$ cat src/rtl/seg7_scan.sv
// Eight-digit multiplexed seven-segment scanner with frame-latched data.
// Define SEG7_LZB_EN to enable leading-zero blanking of digits 1..7.
module seg7_scan (
    input  logic        Clk,
    input  logic        Rst,
    input  logic        ScanIn,
    input  logic [31:0] Value,
    input  logic [7:0]  DpMask,
    input  logic        Blank,
    output logic [7:0]  An,
    output logic [6:0]  Seg,
    output logic        Dp
);

    logic        scan_prev;
    logic [2:0]  digit_sel;
    logic [31:0] val_reg;
    logic [7:0]  dp_reg;

    logic        tick;
    logic        wrap;
    logic [3:0]  nibble;
    logic        lit;
    logic [7:0]  an_d;
    logic [6:0]  seg_d;
    logic        dp_d;

    function automatic logic [6:0] hex_to_seg(input logic [3:0] n);
        logic [6:0] s;
        case (n)
            4'h0: s = 7'h40;
            4'h1: s = 7'h79;
            4'h2: s = 7'h24;
            4'h3: s = 7'h30;
            4'h4: s = 7'h19;
            4'h5: s = 7'h12;
            4'h6: s = 7'h02;
            4'h7: s = 7'h78;
            4'h8: s = 7'h00;
            4'h9: s = 7'h10;
            4'hA: s = 7'h08;
            4'hB: s = 7'h03;
            4'hC: s = 7'h46;
            4'hD: s = 7'h21;
            4'hE: s = 7'h06;
            default: s = 7'h0E;
        endcase
        return s;
    endfunction

    assign tick = ScanIn & ~scan_prev;
    assign wrap = tick & (digit_sel == 3'd7);

    always_ff @(posedge Clk or negedge Rst) begin
        if (!Rst) begin
            scan_prev <= 1'b0;
        end else begin
            scan_prev <= ScanIn;
        end
    end

    always_ff @(posedge Clk or negedge Rst) begin
        if (!Rst) begin
            digit_sel <= 3'd0;
        end else if (tick) begin
            digit_sel <= digit_sel + 3'd1;
        end
    end

    // Display data is captured only at frame start so a frame never tears.
    always_ff @(posedge Clk or negedge Rst) begin
        if (!Rst) begin
            val_reg <= 32'd0;
            dp_reg  <= 8'd0;
        end else if (wrap) begin
            val_reg <= Value;
            dp_reg  <= DpMask;
        end
    end

    assign nibble = val_reg[4*digit_sel +: 4];

`ifdef SEG7_LZB_EN
    logic [7:0] zero_above;

    assign zero_above[0] = 1'b0;

    genvar k;
    for (k = 1; k < 8; k++) begin : g_lzb
        assign zero_above[k] = ~|val_reg[31:4*k];
    end

    assign lit = ~zero_above[digit_sel];
`else
    assign lit = 1'b1;
`endif

    always_comb begin
        an_d  = 8'hFF;
        seg_d = 7'h7F;
        dp_d  = 1'b1;
        if (!Blank && lit) begin
            an_d  = ~(8'h01 << digit_sel);
            seg_d = hex_to_seg(nibble);
            dp_d  = ~dp_reg[digit_sel];
        end
    end

    always_ff @(posedge Clk or negedge Rst) begin
        if (!Rst) begin
            An  <= 8'hFF;
            Seg <= 7'h7F;
            Dp  <= 1'b1;
        end else begin
            An  <= an_d;
            Seg <= seg_d;
            Dp  <= dp_d;
        end
    end

endmodule

$ cat config.mk
export PLATFORM = sky130hd
export DESIGN_NAME = seg7_scan
export DESIGN_NICKNAME = d
export VERILOG_FILES = /design/src/rtl/seg7_scan.sv
export SDC_FILE = /design/constraint.sdc
export NUM_CORES = 1
export LEC_CHECK = 0
export CORE_ASPECT_RATIO = 1.5
export CORE_UTILIZATION = 51
export CTS_CLUSTER_DIAMETER = 200
export DETAILED_ROUTE_END_ITERATION = 12
export PLACE_DENSITY = 0.77
export SLEW_MARGIN = 20
export SYNTH_ARGS = -nofsm -noshare
export SYNTH_HDL_FRONTEND = slang
export SYNTH_SLANG_ARGS = --single-unit
$ cat constraint.sdc
create_clock -name Clk -period 2.4 [get_ports Clk]
set_input_delay 0.48 -clock Clk [delete_from_list [all_inputs] [get_ports Clk]]
set_output_delay 0.48 -clock Clk [all_outputs]
set_load 0.02 [all_outputs]
==> summary.txt <==
Routing
  – Post-route DRC: 0
  – Drt wl/cell: 14.9 um
  – Antenna-violating nets left: 0
  – 1st-iter DRT viols: 40
  – First-pass detailed-route iteration total: 4
  – Vias per inst: 5.31
  – Total Wirelength: 5.08 mm
  – DR vias: 1806

Floorplanning
  – Cell Rows: 32
  – Chip Height: 92.9 um
  – Core area: 0.00520 mm2
  – Initial Utilization: 0.540
  – Die Width: 62.6 um
  – Die area: 0.00581 mm2
  – Ports: 60

Power
  – Switch Pwr: 1.71 mW
  – PwrDens: 1340 mW/mm2
  – Share of power burned in combinational logic: 0.463
  – Clk network pwr share: 0.179
  – Switching share of total power: 0.343
  – Int Power: 3.27 mW
  – Sequential Power Share: 0.358
  – Static Leak: 1.66 nW
  – Peak supply drop: 0.000653 V

Critical path
  – Worst reg2reg path endpoint: Seg[0]$_DFF_PN1_
  – CP Max Fanout: 7
  – Start point of the critical path: digit_sel[1]$_DFFE_PN0P_
  – Kind of critical path: reg -> reg
  – Arr. time, crit path: 2480 ps
  – Worst r2r path cells: 8
  – Reg-to-reg startpoint: digit_sel[1]$_DFFE_PN0P_
  – Required time worst endpoint: 2650 ps
  – Setup crit end: Seg[0]$_DFF_PN1_
  – Crit. End Element: register
  – R2r setup slk: 170 ps
  – Crit path launch type: register

Layout
  – Ant. Diodes: 0
  – Fraction of layout cells with a size suffix above 1: 0.331
  – Leading cell type in the layout, fill and taps excluded: clkdlybuf4s50_1
  – Layout area overhead: 31.9%
  – Net count, final: 323
  – Max reg flops: 32
  – Final Util: 0.712
  – Highest-count cells in the layout ignoring fill and taps: 58 x clkdlybuf4s50_1, 43 x mux2_2, 43 x dfrtp_1, 16 x dfstp_2, 15 x nand2_1

GRT
  – Vias in the first global route: 1870
  – Total gr overflow: 0
  – First-pass GRT wire length: 8.76 mm
  – Initial antenna violation count: 0
  – Pin count of the biggest net entering global routing: 36
  – All-Layer GR Usage: 0.204

Status
  – Status: finished, final reports clean

Placement
  – HPWL after DPL: 3.85 mm
  – GPL Wtd Cong: 0.925
  – Port Buffers: 59
  – Post-placement setup slack: 71.1 ps

STA
  – Max-slew headroom: 0.626
  – Final Slew Violations: 0
  – Min Tclk post-route: 2230 ps
  – Fmax: 448 MHz
  – Final setup fails: 0
  – Fin Setup TNS: 0 ps
  – RSZ-0062 raised after global routing: false
  – Final Cycle Share: 0.931
  – Worst setup margin: 166 ps
  – Least-Margin Pin Slew: 561 ps
  – Setup Skew: 6.27 ps
  – Final hold violations: 0

Synthesis
  – Sequential share of the synthesized area: 0.542
  – Cell Area, Synth: 0.00281 mm2
  – Synth warnings: 0
  – Yosys top cell by area: dfrtp_1
  – Syn Inst Count: 199
  – Yosys reg bits: 60
  – Synth top area cells: dfrtp_1 39%, mux2_2 17%, dfstp_2 15%
  – Mean Syn Cell Area: 14.1 um2
  – Syn_nets: 255
  – Synth top area share: 0.392
  – Post-synth cell types: 33

Hold path
  – Tightest Hold Check Type: in -> async

Clocking
  – Longest Clk Path Bufs: 2
  – Clock sinks: 60
  – Clock transition at path regs: 60 ps
  – CTS tree: done
  – H-tree levels: 3
  – CTS Hold Bufs: 0
  – CTS Buf Count: 9
  – Clock Tree Root: clkbuf_8
  – Clk_lat worst skew: 330 ps

Job
  – Max-cap violations: 0
power by group through the flow:
stage	clock (mW)	combinational, mW	sequential [mW]
after floorplan	0	1.61	1.81
after global placement	0	2.21	1.79
after detailed placement	0	2.29	1.81
after CTS	0.917	2.30	1.79
after global routing	0.958	2.52	1.85
final	0.890	2.31	1.78
cells in the mapped netlist:
| cell | count |
|---|---|
| dfrtp_1 | 44 |
| mux2_2 | 43 |
| dfstp_2 | 16 |
| nand2_1 | 16 |
| ha_1 | 12 |
| mux2i_1 | 8 |
| inv_1 | 7 |
| nor2_1 | 7 |
| mux4_2 | 5 |
| a21oi_1 | 4 |
| buf_1 | 4 |
| buf_2 | 3 |
| mux4_1 | 3 |
| o21ai_1 | 3 |
| a22oi_1 | 2 |
| a31oi_1 | 2 |
| and2_1 | 2 |
| buf_6 | 2 |
| nor2b_1 | 2 |
| a2111oi_0 | 1 |
| a211oi_1 | 1 |
| a2bb2oi_1 | 1 |
| buf_4 | 1 |
| mux2_4 | 1 |
| nand2b_1 | 1 |
| nand3b_1 | 1 |
| nand4_2 | 1 |
| o21ai_0 | 1 |
| o221ai_1 | 1 |
| o311ai_1 | 1 |
| o31ai_1 | 1 |
| o41ai_2 | 1 |
| xnor2_1 | 1 |
cell type report:
class | instances | area (um2)
Fill cell | 386 | 1500
Clock buffer | 15 | 166
Clock inverter | 1 | 30.0
Timing Repair Buffer | 67 | 671
Sequential cell | 60 | 1520
Inverter | 7 | 26.3
Multi-Input combinational cell | 122 | 1200
Tap cell | 68 | 85.1
stage by stage:
step | instance area (um2) | power, mW | cells | hold WS [ps]
final | 3700 | 4.98 | 340 | 136
after floorplan | 2810 | 3.42 | 199 | 184
after detailed placement | 3500 | 4.10 | 324 | 489
after global routing | 3700 | 5.32 | 340 | 172
after global placement | 3500 | 4.00 | 324 | 479
after CTS | 3700 | 5.00 | 340 | 142
how the worst min path moves through the flow:
stage | start | end | slack, ps | cells after the start
final | Rst | val_reg[6]$_DFFE_PN0P_ | 140 | 1
after global routing | Rst | val_reg[6]$_DFFE_PN0P_ | 170 | 1
after CTS | Rst | val_reg[6]$_DFFE_PN0P_ | 140 | 1
after detailed placement | val_reg[23]$_DFFE_PN0P_ | val_reg[23]$_DFFE_PN0P_ | 490 | 1
after global placement | val_reg[7]$_DFFE_PN0P_ | val_reg[7]$_DFFE_PN0P_ | 480 | 1
after floorplan | Rst | digit_sel[0]$_DFFE_PN0P_ | 180 | 0
routing by layer:
| metal | wire (um) | part of all wire | vias up | track usage |
|---|---|---|---|---|
| met5 | 0 | 0 | - | 0 |
| met4 | 128 | 0.025 | 0 | 0.112 |
| met3 | 210 | 0.041 | 10 | 0.0517 |
| met2 | 2720 | 0.54 | 61 | 0.345 |
| met1 | 2020 | 0.40 | 890 | 0.233 |
| li1 | - | - | 845 | - |
kinds of logic (layout without fill, tap and decap cells):
family                     after synthesis  in the layout  synth area share
muxes                                   60             60             0.274
DFF                                     60             60             0.542
buffers and inverters                   17             90            0.0307
adders and majority gates               12             12            0.0535
and+or+nand+nor                         30             30            0.0490
AOI/OAI and AO/OA                       19             19            0.0477
xor gates and xnor gates                 1              1           0.00312
repair_timing:
| action | in CTS | in global routing |
|---|---|---|
| endpoints found under the setup margin | 0 | 5 |
| resized for setup | 0 | 2 |
| buffers inserted | 0 | 0 |
critical path: stages, from the launching register on:
cell and delay (ps):
dfrtp_2 460, mux4_2 520, mux2_2 330, inv_1 150
ha_1 220, nor2_1 80, nand4_2 130, o41ai_2 80
a211oi_1 190
Note: power is estimated with default switching activity, not from simulation.
